===== src/rtl/inv_shift_rows_serial_pkg.sv =====
// Shared AES byte-serial definitions for the decryption datapath.
// Holds the byte and state sizes, the byte index type, and the source-index
// LUTs for InvShiftRows and its forward counterpart.
// The state is stored column-major, so idx = r + 4c, with r = idx[1:0] and
// c = idx[3:2].
package inv_shift_rows_serial_pkg;

    localparam int AES_BYTE_W      = 8;
    localparam int AES_STATE_BYTES = 16;

    typedef logic [3:0] byte_idx_t;

    // InvShiftRows: out[r+4c] = in[r + 4*((c-r) mod 4)]
    function automatic byte_idx_t inv_shift_rows_src(input byte_idx_t idx);
        logic [1:0] col;
        col = idx[3:2] - idx[1:0];
        return {col, idx[1:0]};
    endfunction

    // ShiftRows (forward stage): out[r+4c] = in[r + 4*((c+r) mod 4)]
    function automatic byte_idx_t shift_rows_src(input byte_idx_t idx);
        logic [1:0] col;
        col = idx[3:2] + idx[1:0];
        return {col, idx[1:0]};
    endfunction

endpackage


===== src/rtl/inv_shift_rows_serial_bank.sv =====
// AES state bank: one 16 x 8 register file holding one AES state.
// It has one synchronous write port and one asynchronous read port.
// Storage is deliberately not reset, because a bank's contents only matter
// once its full flag is set.
// Ports:
//   clk    - clock
//   we     - write enable
//   waddr  - write byte index
//   wdata  - write byte
//   raddr  - read byte index (combinational read)
//   rdata  - read byte
module inv_shift_rows_serial_bank #(
    parameter int DW    = 8,
    parameter int DEPTH = 16,
    localparam int AW   = $clog2(DEPTH)
) (
    input  logic          clk,
    input  logic          we,
    input  logic [AW-1:0] waddr,
    input  logic [DW-1:0] wdata,
    input  logic [AW-1:0] raddr,
    output logic [DW-1:0] rdata
);

    logic [DW-1:0] mem [DEPTH];

    always_ff @(posedge clk) begin
        if (we) begin
            mem[waddr] <= wdata;
        end
    end

    assign rdata = mem[raddr];

endmodule


===== src/rtl/inv_shift_rows_serial.sv =====
// Byte-serial AES InvShiftRows for the decryption datapath.
// The block accepts 16-byte states one byte per cycle in index order 0..15.
// It emits the row-un-rotated state one byte per cycle.
// Two banks form a ping-pong buffer: one bank is filled while the other is
// drained, so the stream runs at full rate while out_ready stays high.
// Ports:
//   clk, rst_n           - clock and asynchronous active-low reset
//   in_valid / in_ready  - input handshake; in_byte is the state byte
//   out_valid / out_ready- output handshake; out_byte is the output byte
//   out_last             - marks output byte 15 of a block
//
// Bank status (per bank b):
//   full[b] | meaning
//   0       | empty or being written by the writer
//   1       | complete state, owned by the reader until byte 15 leaves
module inv_shift_rows_serial
    import inv_shift_rows_serial_pkg::*;
#(
    parameter int DW     = AES_BYTE_W,
    parameter int NBYTES = AES_STATE_BYTES
) (
    input  logic          clk,
    input  logic          rst_n,
    input  logic          in_valid,
    output logic          in_ready,
    input  logic [DW-1:0] in_byte,
    output logic          out_valid,
    input  logic          out_ready,
    output logic [DW-1:0] out_byte,
    output logic          out_last
);

    localparam byte_idx_t LAST_IDX = byte_idx_t'(NBYTES - 1);

    logic [1:0]    full;
    logic [1:0]    full_nxt;
    logic          wr_bank;
    logic          rd_bank;
    byte_idx_t     wr_idx;
    byte_idx_t     rd_idx;
    byte_idx_t     rd_src;
    logic          wr_fire;
    logic          rd_fire;
    logic [DW-1:0] rd_data [2];

    // in_ready depends only on registered state, so there is no path from
    // out_ready to in_ready.
    assign in_ready  = !full[wr_bank];
    assign wr_fire   = in_valid && in_ready;
    assign out_valid = full[rd_bank];
    assign rd_fire   = out_valid && out_ready;
    assign out_last  = out_valid && (rd_idx == LAST_IDX);
    assign rd_src    = inv_shift_rows_src(rd_idx);
    assign out_byte  = rd_data[rd_bank];

    for (genvar b = 0; b < 2; b++) begin : g_bank
        inv_shift_rows_serial_bank #(
            .DW    (DW),
            .DEPTH (NBYTES)
        ) u_bank (
            .clk   (clk),
            .we    (wr_fire && (wr_bank == 1'(b))),
            .waddr (wr_idx),
            .wdata (in_byte),
            .raddr (rd_src),
            .rdata (rd_data[b])
        );
    end

    // The writer only targets an empty bank and the reader only targets a
    // full one. A set and a clear on the same edge therefore always hit
    // different banks, and both take effect.
    always_comb begin
        full_nxt = full;
        if (rd_fire && (rd_idx == LAST_IDX)) begin
            full_nxt[rd_bank] = 1'b0;
        end
        if (wr_fire && (wr_idx == LAST_IDX)) begin
            full_nxt[wr_bank] = 1'b1;
        end
    end

    always_ff @(posedge clk or negedge rst_n) begin
        if (!rst_n) begin
            full    <= 2'b00;
            wr_bank <= 1'b0;
            rd_bank <= 1'b0;
            wr_idx  <= '0;
            rd_idx  <= '0;
        end else begin
            full <= full_nxt;
            if (wr_fire) begin
                wr_idx <= (wr_idx == LAST_IDX) ? '0 : wr_idx + 1'b1;
                if (wr_idx == LAST_IDX) begin
                    wr_bank <= ~wr_bank;
                end
            end
            if (rd_fire) begin
                rd_idx <= (rd_idx == LAST_IDX) ? '0 : rd_idx + 1'b1;
                if (rd_idx == LAST_IDX) begin
                    rd_bank <= ~rd_bank;
                end
            end
        end
    end

endmodule


===== config.mk =====
export PLATFORM = sky130hd
export DESIGN_NAME = inv_shift_rows_serial
export DESIGN_NICKNAME = d
export VERILOG_FILES = /design/src/rtl/inv_shift_rows_serial_pkg.sv /design/src/rtl/inv_shift_rows_serial_bank.sv /design/src/rtl/inv_shift_rows_serial.sv
export SDC_FILE = /design/constraint.sdc
export NUM_CORES = 1
export LEC_CHECK = 0
export ABC_AREA = 1
export CAP_MARGIN = 15
export CORE_MARGIN = 2
export CORE_UTILIZATION = 56
export CTS_CLUSTER_DIAMETER = 50
export CTS_CLUSTER_SIZE = 25
export DETAILED_ROUTE_END_ITERATION = 12
export GPL_ROUTABILITY_DRIVEN = 0
export PLACE_DENSITY = 0.78
export SYNTH_ARGS = -nofsm -noshare
export SYNTH_HDL_FRONTEND = slang
export SYNTH_HIERARCHICAL = 1
export SYNTH_SLANG_ARGS = --single-unit

===== constraint.sdc =====
create_clock -name clk -period 1.7 [get_ports clk]
set_input_delay 0.255 -clock clk [delete_from_list [all_inputs] [get_ports clk]]
set_output_delay 0.255 -clock clk [all_outputs]
set_load 0.01 [all_outputs]

==> run_results.csv, run 1 <==
group,metric,value,unit
timing,final_max_slew_viol_count,0,
timing,max_slew_margin,59.4,%
outcome,violations,"setup timing",
setup_path,cp_slowest_cell,"dfrtp_4",
final_layout,fin_area,15000,sq um
synthesis,ys_seq_elements,268,
routing,vias_per_cell,5.71,
synthesis,synth.largest_area_cell,"edfxtp_1",
synthesis,synth_top_cell_area_share,64.1,%
final_layout,drive_above_1_share,21.9,%
placed_design,postPlaceCellArea,13200,sq um
cts,cts_tree,"done",
job,maxCapViolCount,0,
cts,clkLatencyLatePin,550,ps
timing,skew,16.1,ps
cts,cts.sinks,268,
cts,ctsHtreeMaxLevel,1,
setup_path,path_max_fanout,10,
timing,setup_viol,244,
power_and_ir_drop,p_per_area,1660,nW/um^2
setup_path,path_buf_inv,4,
synthesis,ys.flop_type,"edfxtp_1",
timing,rsz0062_at_grt,"true",
floorplan,die_h,150,um
floorplan,chipWidth,150,um
timing,fmaxAchievable,367,MHz
setup_path,critPathTopFamily,"simple AND/OR/NAND/NOR gates",
cts,clk_pin_slew,80,ps
global_routing,grt_pass1_wl,47.0,mm
setup_path,critPathMaxStageDelay,520,ps
worst_hold_path,hold_class,"primary input to asynchronous set/reset pin",
setup_path,cp-start-kind,"flop",
final_layout,area.sequential,7990,sq um
global_routing,antenna_found_initial,0,
routing,post_drt_wl_per_cell,20.3,um
routing,wl,32.6,mm
timing,hold_violations,0,
setup_path,arrival,2470,ps
floorplan,rows,53,
power_and_ir_drop,ir_worst_vdd,1.41,mV
timing,fin_crit,2720,ps
global_routing,grt_pass1_vias,8626,
timing,fin_crit_sh,160,%
outcome,outcome,"complete, but fails checks",
power_and_ir_drop,p_leak,6.47,nW
synthesis,syn-num-nets,1213,
cts,holdBufCountCts,0,
timing,setup_ws,-1020,ps
setup_path,required,1440,ps
synthesis,synthArstFlopShare,4.48,%
placed_design,dpl_worst_slack,-707,ps
setup_path,worst-setup-path-type,"flop to output port",
floorplan,dieArea,22600,sq um
synthesis,synth-edff-count,256,
global_routing,grt_start_max_net_pins,33,
synthesis,netlist_area,12000,sq um
synthesis,synth.distinct_cells,22,
final_layout,fin_nets,1326,
global_routing,grt_usage,27.7,%
setup_path,endpoint_kind,"output port",
synthesis,avgSynthCellArea,10.0,sq um
floorplan,ioPinCount,23,
floorplan,initial_core_util,57.1,%
placed_design,io_buffers,22,
routing,antenna_left,0,
routing,first_pass_iters,7,
synthesis,synth_warnings,6,
global_routing,grt.overflow.total,0,
placed_design,hpwl,17.8,mm
final_layout,multi_input_area,3380,sq um
floorplan,core_area,21000,sq um
synthesis,synthCells,1198,
routing,num_vias,9155,
final_layout,antenna_cells,0,
cts,cts_buffers,23,
final_layout,syn_to_final_growth,24.8,%
cts,cts_max_path_buffers,3,
setup_path,cp_common_cell,"nand2_1",
synthesis,synth.area.top_cells,"edfxtp_1 64%, nand2_1 12%, nand3_1 8.5%",
final_layout,n_fill_cell,1263,
timing,tightest_slew,607,ps
routing,drtIter0Drc,1540,
cts,cts-root-buf,"clkbuf_16",
routing,drc,0,
synthesis,synth-seq-area-share,66.6,%
setup_path,path_cells,"buf_4 > clkinv_8 > bufbuf_16 > nand2_1 > nand2_1 > nand2_1 > nand3_1 > nand3_1 > nand2_1 > nand2_1 > nand2_2 > buf_6",
## through the flow
step,power (mW),cells,TNS [ps],utilization (%),hold WS (ps)
floorplan,13.3,1198,-19870,-,-40.6
global route,25.8,1603,-44500,71.2,132
detailed placement,16.6,1530,-64680,62.6,529
CTS,23.5,1592,-7960,69.3,102
global placement,16.4,1530,-60880,62.6,506
finish,24.9,1603,-31350,71.2,86.6
## sequential cells by signal (all words and copies together), names as in the netlist
signal	flops
full	2
rd_idx	4
wr_idx	4
wr_bank	1
rd_bank	1
g_bank.u_bank/mem	256
## layer usage
| metal | global-route usage (%) | part of all wire, % | vias to the layer above |
|---|---|---|---|
| li1 | - | - | 4098 |
| met1 | 37.0 | 37 | 4305 |
| met2 | 46.1 | 48 | 635 |
| met3 | 4.24 | 10 | 117 |
| met4 | 10.9 | 4.2 | 0 |
| met5 | 0 | 0 | - |
## cell families (layout without fill, tap and decap cells)
family / count (synthesis) / count (layout) / synth area share [%]
compound gates: 8 / 8 / 0.334
xor+xnor: 4 / 4 / 0.292
fa+ha+maj: 3 / 3 / 0.313
buf+inv: 262 / 392 / 9.48
flops: 268 / 268 / 66.6
simple gates: 653 / 653 / 23.0
## timing repair
action	4_1_cts	5_1_grt
setup buffers	16	10
gates cloned	5	2
setup endpoints to repair	269	266
pin swaps	20	20
gates resized for setup	140	70
## worst paths after layout
check / startpoint / to / slack [ps] / depth (start not counted)
hold reg to reg: full[0] / full[0] / 580 / 3
setup reg to reg: wr_bank / g_bank[0].u_bank/mem[11][1] / -190 / 8
setup / recovery: rd_idx[0] / out_byte[2] / -1020 / 12
hold / removal: rst_n / full[1] / 90 / 1
min in group clk: out_ready / rd_idx[1] / 420 / 3
max in group asynchronous: rst_n / rd_idx[0] / 1160 / 1
## synth_stat cells, types with 2 or more instances
cell	number
nand3_1	204
inv_1	208
edfxtp_1	256
ha_1	3
nand2_1	395
nand3b_1	4
buf_6	12
buf_1	2
o21ai_1	3
nor2_2	2
o21ai_0	4
inv_2	5
xnor2_1	4
buf_4	8
nor2_1	37
nand4_1	5
buf_2	27
or2_2	2
nand2_2	3
dfrtp_1	12
## cell type report
class                      instances  area share, %
timing repair buffer             137           10.9
tap                              275           2.30
clock buffer                      24           3.87
sequential                       268           53.4
clock inverter                    18           1.40
multi-input combinational        668           22.6
inverter                         213           5.57
## placed cells by master (no fill, tap or decap), drive strengths merged, types with 5 or more instances in the layout
master,Yosys,layout
nand4,5,5
edfxtp,256,256
buf,49,121
o21ai,7,7
inv,213,221
clkdlybuf4s50,0,11
clkinvlp,0,5
dfrtp,12,12
nand2,399,399
clkinv,0,5
nand3,204,204
clkbuf,0,26
nor2,39,39
## report_power, final
part / switching [mW] / total (mW) / internal (mW)
clock network: 2.76 / 5.45 / 2.69
registers: 0.318 / 7.93 / 7.61
logic: 6.97 / 11.5 / 4.52
total: 10.0 / 24.9 / 14.8
Note: power is estimated with default switching activity, not from simulation.
==> run 2: changes to the inputs <==
--- a/config.mk
+++ b/config.mk
@@ -6,9 +6,10 @@
 export NUM_CORES = 1
 export LEC_CHECK = 0
 export ABC_AREA = 1
-export CAP_MARGIN = 15
+export CAP_MARGIN = 5
 export CORE_MARGIN = 2
 export CORE_UTILIZATION = 56
+export CTS_BUF_LIST = sky130_fd_sc_hd__clkbuf_16
 export CTS_CLUSTER_DIAMETER = 50
 export CTS_CLUSTER_SIZE = 25
 export DETAILED_ROUTE_END_ITERATION = 12
==> run 2 against run 1 <==
  * The flow still finishes with violations (setup timing)
  * Register-to-register slack is essentially flat
  * Design area is the same
  * Sequential share of layout area is the same
  * Critical path type unchanged
==> run_results.csv, run 2 (synthesis gave the netlist of run 1 again) <==
group,metric,value,unit
outcome,outcome,"complete, but fails checks",
outcome,violations,"setup timing",
timing,hold_violations,0,
setup_path,reg2regPathDepth,8,
cts,cts_buffers,23,
setup_path,critPathTopFamily,"simple AND/OR/NAND/NOR gates",
setup_path,timing.rr.end,"g_bank[0].u_bank/mem[9][0]",
placed_design,dp.cells,1530,
routing,wl,32.6,mm
setup_path,reg2reg_from,"wr_bank",
floorplan,rows,53,
setup_path,path_cells,"buf_4 > clkinv_8 > bufbuf_16 > nand2_1 > nand2_1 > nand2_1 > nand3_1 > nand3_1 > nand2_1 > nand2_1 > nand2_2 > buf_6",
placed_design,hpwl,17.8,mm
final_layout,top_regs,"g_bank.u_bank/mem: 256 flops, rd_idx: 4 flops, wr_idx: 4 flops",
setup_path,endpoint_kind,"output port",
cts,ctsHtreeMaxLevel,1,
routing,drc,0,
timing,skew,13.0,ps
final_layout,area.sequential,7990,sq um
global_routing,grt_pass1_wl,47.0,mm
power_and_ir_drop,power_switching,10.0,mW
power_and_ir_drop,clkPwrFrac,21.9,%
global_routing,grt_start_max_net_pins,33,
floorplan,chipWidth,150,um
timing,setup_viol,235,
global_routing,grt_usage,27.7,%
power_and_ir_drop,p_sw_share,40.4,%
cts,clk_pin_slew,80,ps
cts,cts_max_path_buffers,3,
setup_path,cp_slowest_cell,"dfrtp_4",
setup_path,cp_common_cell,"nand2_1",
placed_design,dpl_worst_slack,-707,ps
setup_path,r2r_setup_slack,-180,ps
timing,final_max_slew_viol_count,0,
setup_path,critPathMaxStageDelay,530,ps
final_layout,multi_input_area,3380,sq um
floorplan,ioPinCount,23,
timing,tightest_slew,608,ps
final_layout,largest_reg_flops,256,
timing,fin_crit_sh,160,%
timing,rsz0062_at_grt,"true",
final_layout,antenna_cells,0,
final_layout,fin_util,71.2,%
routing,vias_per_cell,5.70,
routing,post_drt_wl_per_cell,20.3,um
worst_hold_path,hold_class,"primary input to asynchronous set/reset pin",
timing,max_slew_margin,59.4,%
power_and_ir_drop,intPower,14.8,mW
floorplan,dieArea,22600,sq um
setup_path,path_buf_inv,4,
power_and_ir_drop,p_leak,6.47,nW
setup_path,path_max_fanout,10,
power_and_ir_drop,power_frac_comb,46.2,%
placed_design,io_buffers,22,
global_routing,antenna_found_initial,0,
floorplan,core_area,21000,sq um
job,maxCapViolCount,0,
power_and_ir_drop,ir_worst_vdd,1.40,mV
power_and_ir_drop,power.share.sequential,31.9,%
cts,clkLatencyLatePin,550,ps
routing,num_vias,9134,
cts,cts.sinks,268,
global_routing,grt_pass1_vias,8626,
setup_path,required,1440,ps
setup_path,cp-start-kind,"flop",
final_layout,stdcell_count,1603,
final_layout,drive_above_1_share,21.9,%
cts,cts-root-buf,"clkbuf_16",
final_layout,syn_to_final_growth,24.8,%
global_routing,grt.overflow.total,0,
final_layout,final_common_cell,"nand2_1",
timing,setup_ws,-1020,ps
routing,drtIter0Drc,1523,
final_layout,n_fill_cell,1263,
setup_path,worst-setup-path-type,"flop to output port",
cts,cts_tree,"done",
timing,fin_crit,2720,ps
routing,first_pass_iters,7,
floorplan,die_h,150,um
timing,fmaxAchievable,367,MHz
floorplan,initial_core_util,57.1,%
setup_path,arrival,2470,ps
final_layout,fin_nets,1326,
power_and_ir_drop,p_per_area,1660,nW/um^2
final_layout,largest-register,"g_bank.u_bank/mem",
final_layout,final_cell_mix,"375 x nand2_1, 256 x edfxtp_1, 201 x inv_1",
routing,antenna_left,0,
run 2: changes by cell type in the layout (fill, tap and decap cells not counted), sizes merged:
cell / delta
clkbuf: -1
inv: +1
run 2: power groups by stage:
| stage | clock network [mW] | logic [mW] | registers (mW) |
|---|---|---|---|
| finish | 5.45 | 11.5 | 7.93 |
| detailed placement | 0 | 8.54 | 8.04 |
| global route | 5.71 | 12.1 | 7.96 |
| global placement | 0 | 8.40 | 8.02 |
| CTS | 5.47 | 10.1 | 7.88 |
| floorplan | 0 | 5.30 | 7.97 |
run 2: routing by layer:
metal	share of wire (%)	vias up	track usage, %
li1	-	4097	-
met1	37	4289	37.0
met2	48	625	46.1
met3	10	123	4.24
met4	4.4	0	10.9
met5	0	-	0
run 2: cell type report:
cell class | count | area share [%]
Timing Repair Buffer | 137 | 10.9
Clock inverter | 19 | 1.43
Inverter | 213 | 5.57
Tap cell | 275 | 2.30
Sequential cell | 268 | 53.4
Clock buffer | 23 | 3.84
Multi-Input combinational cell | 668 | 22.6
run 2: per-stage QoR:
stage	TNS, ps	power [mW]	area, sq um	hold slack, ps
3_5_place_dp	-64680	16.6	13200	529
4_1_cts	-7960	23.5	14600	102
5_1_grt	-44490	25.8	15000	132
3_3_place_gp	-60880	16.4	13200	506
2_1_floorplan	-19870	13.3	12100	-40.6
6_report	-30280	24.9	15000	87.1
run 2: what timing repair did:
item / CTS / global route
endpoints found under the hold margin: 0 / 0
setup endpoints to repair: 269 / 266
hold buffers: 0 / 0
pin swaps: 20 / 20
gates cloned: 5 / 2
resized for setup: 140 / 70
setup buffers: 16 / 10
run 2: worst max-delay path by stage:
stage / start / to / cells after the start
2_1_floorplan: wr_bank / g_bank[1].u_bank/mem[9][0] / 7
3_3_place_gp: rd_idx[0] / out_byte[4] / 9
3_5_place_dp: rd_idx[0] / out_byte[6] / 9
4_1_cts: rd_idx[0] / out_byte[1] / 11
5_1_grt: rd_idx[0] / out_byte[2] / 12
6_report: rd_idx[0] / out_byte[2] / 12
==> run 3: changes to the inputs <==
--- a/config.mk
+++ b/config.mk
@@ -8,13 +8,13 @@
 export ABC_AREA = 1
 export CAP_MARGIN = 5
 export CORE_MARGIN = 2
-export CORE_UTILIZATION = 56
+export CORE_UTILIZATION = 48
 export CTS_BUF_LIST = sky130_fd_sc_hd__clkbuf_16
 export CTS_CLUSTER_DIAMETER = 50
 export CTS_CLUSTER_SIZE = 25
 export DETAILED_ROUTE_END_ITERATION = 12
 export GPL_ROUTABILITY_DRIVEN = 0
-export PLACE_DENSITY = 0.78
+export PLACE_DENSITY = 0.68
 export SYNTH_ARGS = -nofsm -noshare
 export SYNTH_HDL_FRONTEND = slang
 export SYNTH_HIERARCHICAL = 1
==> run 3 against run 2 <==
  * The run still ends with setup timing left
  * Critical path depth did not move
  * Design area rose by 2.3%
  * Highest routed layer unchanged
  * Non-clock buffer count rose by 6
  * Routed wire length fell by 8.2%
  * Critical endpoint is now out_byte[5]
  * Sequential power barely moved
  * Largest power group unchanged
  * Sequential cell count did not move
  * Hold slack got worse by 7.1 ps
==> run_results.csv, run 3 (synthesis gave the netlist of run 1 again) <==
group,metric,value,unit
global_routing,antenna_found_initial,0,
routing,wl,29.9,mm
global_routing,met3_usage,2.48,%
final_layout,drive_above_1_share,23.7,%
final_layout,largest-register,"g_bank.u_bank/mem",
timing,skew,27.3,ps
power_and_ir_drop,p_total,25.1,mW
final_layout,fin_nets,1335,
final_layout,stdcell_count,1664,
setup_path,cp_common_cell,"nand2_2",
outcome,violations,"setup timing",
routing,drtIter0Drc,888,
setup_path,path_cells,"buf_8 > inv_12 > buf_12 > buf_12 > nand2_4 > nand3_4 > nand3_2 > nand3_2 > nand2_2 > nand2_2 > nand2_2 > buf_6",
power_and_ir_drop,intPower,15.3,mW
timing,max_slew_margin,60.6,%
timing,fin_crit_sh,148,%
global_routing,globalRouteMet2Util,38.9,%
floorplan,initial_core_util,49.0,%
power_and_ir_drop,p_per_area,1640,nW/um^2
cts,ctsHtreeMaxLevel,1,
final_layout,n_fill_cell,1827,
routing,num_vias,8727,
global_routing,grt_pass1_wl,46.6,mm
routing,first_pass_iters,6,
power_and_ir_drop,p_sw_share,39.0,%
setup_path,arrival,2270,ps
cts,cts-root-buf,"clkbuf_16",
worst_hold_path,hold_class,"primary input to asynchronous set/reset pin",
power_and_ir_drop,ir_worst_vdd,1.49,mV
timing,tightest_slew,590,ps
routing,drc,0,
final_layout,top_regs,"g_bank.u_bank/mem: 256 flops, rd_idx: 4 flops, wr_idx: 4 flops",
power_and_ir_drop,p_leak,6.58,nW
setup_path,worst-setup-path-type,"flop to output port",
floorplan,rows,57,
cts,cts_tree,"done",
cts,clkLatencyLatePin,560,ps
placed_design,io_buffers,22,
timing,setup_viol,161,
final_layout,fin_util,62.6,%
final_layout,final_cell_mix,"363 x nand2_1, 256 x edfxtp_1, 200 x inv_1",
timing,final_max_slew_viol_count,0,
outcome,outcome,"complete, but fails checks",
placed_design,hpwl,18.0,mm
final_layout,area.sequential,7990,sq um
floorplan,dieArea,26300,sq um
final_layout,antenna_cells,0,
setup_path,endpoint_kind,"output port",
floorplan,chipWidth,162,um
final_layout,syn_to_final_growth,27.7,%
setup_path,required,1440,ps
floorplan,die_h,162,um
timing,rsz0062_at_grt,"true",
cts,cts_buffers,26,
setup_path,critPathMaxStageDelay,540,ps
power_and_ir_drop,power_switching,9.80,mW
timing,hold_violations,0,
routing,vias_per_cell,5.24,
global_routing,grt_use_met1,31.8,%
global_routing,grt_usage,23.1,%
placed_design,dp.cells,1599,
routing,antenna_left,0,
setup_path,cp_slowest_cell,"dfrtp_4",
setup_path,cp-start-kind,"flop",
floorplan,ioPinCount,23,
timing,setup_ws,-822,ps
power_and_ir_drop,clkPwrFrac,23.9,%
timing,fmaxAchievable,396,MHz
cts,clk_pin_slew,70,ps
cts,cts_max_path_buffers,3,
power_and_ir_drop,power.share.sequential,31.5,%
floorplan,core_area,24500,sq um
final_layout,multi_input_area,3490,sq um
power_and_ir_drop,power_frac_comb,44.6,%
global_routing,grt_pass1_vias,8638,
final_layout,largest_reg_flops,256,
cts,cts.sinks,268,
global_routing,top_usage_layer,"met2",
final_layout,final_common_cell,"nand2_1",
routing,post_drt_wl_per_cell,18.0,um
job,maxCapViolCount,0,
global_routing,grt_start_max_net_pins,33,
setup_path,path_max_fanout,8,
timing,fin_crit,2520,ps
global_routing,grt.overflow.total,0,
## run 3: changes by cell type in the layout (fill, tap and decap cells not counted), sizes merged
cell and change:
bufbuf -1, inv +2, clkinv +5, clkbuf +2, buf +9, clkinvlp -5
## run 3: path summary, 6_finish.rpt
path / startpoint / to / slack [ps] / cells past startpoint
max: rd_idx[0] / out_byte[5] / -820 / 12
max in group asynchronous: rst_n / rd_idx[0] / 1170 / 1
min: rst_n / wr_idx[1] / 80 / 1
min reg2reg: full[0] / full[0] / 600 / 3
max reg2reg: wr_bank / g_bank[0].u_bank/mem[13][0] / -140 / 9
min in group clk: out_ready / rd_idx[1] / 400 / 3
## run 3: layout make-up
cell class / count / area share [%]
clock buffer: 27 / 4.41
timing repair buffer: 143 / 10.8
clock inverter: 21 / 1.65
sequential: 268 / 52.2
inverter: 213 / 5.56
tap: 324 / 2.65
multi-input combinational: 668 / 22.8
## run 3: metal layers
| layer | vias up | share of wire, % |
|---|---|---|
| li1 | 4129 | - |
| met1 | 4202 | 42 |
| met2 | 327 | 49 |
| met3 | 69 | 6.2 |
| met4 | 0 | 2.9 |
| met5 | - | 0 |
## run 3: per-stage QoR
stage | hold WS [ps] | cell area (sq um) | TNS, ps | setup WS (ps)
CTS | 81.9 | 15100 | -6880 | -785
global placement | 509 | 13400 | -54090 | -726
detailed placement | 519 | 13400 | -58570 | -739
global route | 117 | 15300 | -32310 | -901
finish | 80.0 | 15300 | -14890 | -822
floorplan | -40.6 | 12100 | -19870 | -137
## run 3: what timing repair did
item	4_1_cts	5_1_grt
resized for setup	171	67
setup endpoints to repair	203	268
gates cloned	5	0
buffers inserted	9	6
pin swaps	31	17
hold buffers	0	0
## run 3: power groups by stage
stage | Combinational, mW | Clock, mW | Sequential (mW)
4_1_cts | 10.7 | 6.11 | 7.89
3_3_place_gp | 8.84 | 0 | 8.00
3_5_place_dp | 8.92 | 0 | 8.02
5_1_grt | 12.0 | 6.35 | 7.96
6_report | 11.2 | 6.01 | 7.92
2_1_floorplan | 5.30 | 0 | 7.97
## run 3: critical path, delay by kind of cell (launching register included)
kind,cells,cell delay (ps)
flops,1,540
buf+inv,5,650
simple gates,7,520
==> edit: new RTL, config.mk and constraints of run 1 <==
Change the package constant `AES_BYTE_W` from 8 to 12.
--- a/src/rtl/inv_shift_rows_serial_pkg.sv
+++ b/src/rtl/inv_shift_rows_serial_pkg.sv
@@ -7,3 +7,3 @@
 
-    localparam int AES_BYTE_W      = 8;
+    localparam int AES_BYTE_W      = 12;
     localparam int AES_STATE_BYTES = 16;
Interface: changed (resized in_byte and out_byte); port bits go from 23 to 31. No check against the original RTL was run, so the function may have changed too.
==> edit against run 1 <==
  * The flow still finishes with violations (negative setup slack)
  * Setup slack got worse by 0.0072 ns
  * Sequential cell count rose by 128
  * Count of clock-buffer cells in the layout rose by 15
  * Core utilization rose by 4.3 points
  * Total power rose by 58%
  * Synthesized area rose by 46%
  * Routed wire length rose by 79%
  * Design area rose by 55%
  * Fmax fell by 0.26%
  * Global-route usage rose by 4.5 points
==> edit: results (changes against run 1) <==
- The number of signal-net inverters in the final layout is 309 (was 213).
- The total of cells resized after clock tree synthesis was 240 (was 140).
- The total met2 wirelength after detailed routing came to 27700 um (was 15800 um).
- The total of fill cells in the finished design is 1628 (was 1263).
- The aggregate routed wire length was 58200 um (was 32600 um).
- The global-route usage over all layers was 0.323 (was 0.277).
- The met2 track utilization from global routing is 0.528 (was 0.461).
- The combinational-cell power consumption is 19.9 mW (was 11.5 mW).
- The detailed placer's ending HPWL is 26700 um (was 17800 um).
- The transition time of the tightest slew-check pin is 0.622 ns (was 0.607 ns).
- The leakage power of the design is 9.91 nW (was 6.47 nW).
- The setup-violating endpoint count in the final report is 401 (was 244).
- The total instance count after detailed placement is 2199 (was 1530).
- The routed wire length per instance came to 24.9 um (was 20.3 um).
- The area inside the core boundary was 0.0307 mm2 (was 0.0210 mm2).
- The proportion of layout cells with a drive suffix above 1 is 0.269 (was 0.219).
- The worst-case setup margin in the final layout came to -1.03 ns (was -1.02 ns).
- The total met3 wirelength after detailed routing is 7710 um (was 3410 um).
- The proportion of synthesized chip area in sequential cells is 0.676 (was 0.666).
- Ranking of synthesized cells by instance count: sky130_fd_sc_hd__nand2_1, sky130_fd_sc_hd__edfxtp_1, sky130_fd_sc_hd__inv_1, sky130_fd_sc_hd__nand3_1, sky130_fd_sc_hd__buf_2 (was sky130_fd_sc_hd__nand2_1, sky130_fd_sc_hd__edfxtp_1, sky130_fd_sc_hd__inv_1, sky130_fd_sc_hd__nand3_1, sky130_fd_sc_hd__nor2_1).
- The number of vias after detailed routing came to 14500 (was 9155).
- The cell depth of the worst flop-to-flop path came to 9 (was 8).
- Registers with the most flip-flops: g_bank.u_bank/mem x384, rd_idx x4, wr_idx x4 (was g_bank.u_bank/mem x256, rd_idx x4, wr_idx x4).
- The insertion delay of the later-clocked pin in the worst-skew pair is 0.53 ns (was 0.55 ns).
- Run status: finished, violations left (unchanged).
- The number of synthesized register bits is 396 (was 268).
- The depth of the CTS H-tree is 2 (was 1).
- The layout overhead on the synthesized area was 32.5% (was 24.8%).
- The switching power of the nets is 16.2 mW (was 10.0 mW).
- The count of buffers added by post-CTS timing repair for setup is 47 (was 16).
- The final clock skew came to 0.0169 ns (was 0.0161 ns).
- Violated checks: negative setup slack (unchanged).
- The number of non-clock buffers came to 232 (was 137).
- The proportion of cell area occupied by multi-input gates is 0.225 (was 0.226).
- The delay of the slowest critical-path stage is 0.55 ns (was 0.52 ns).
- The sequential share of cell area was 0.511 (was 0.534).
- The net count of the mapped netlist is 1747 (was 1213).
==> edit: cell types whose count changed in the layout (fill, tap and decap cells not counted), moves of 10 or more <==
cell / change
sky130_fd_sc_hd__buf_12: +44
sky130_fd_sc_hd__buf_4: +17
sky130_fd_sc_hd__buf_6: +12
sky130_fd_sc_hd__clkbuf_16: +22
sky130_fd_sc_hd__edfxtp_1: +128
sky130_fd_sc_hd__inv_1: +100
sky130_fd_sc_hd__nand2_1: +128
sky130_fd_sc_hd__nand2_2: +45
sky130_fd_sc_hd__nand3_1: +24
sky130_fd_sc_hd__nand3_2: +66
sky130_fd_sc_hd__nor2_2: -10
sky130_fd_sc_hd__nor2_4: +17
==> edit: logic make-up after synthesis <==
family / count (synthesis) / share of synthesized area
adder cells (fa/ha/maj): 3 / 0.00215
AO/OA/AOI/OAI: 8 / 0.00229
XOR/XNOR: 4 / 0.00200
buffers and inverters: 388 / 0.0931
AND/OR/NAND/NOR: 929 / 0.224
flip-flops: 396 / 0.676
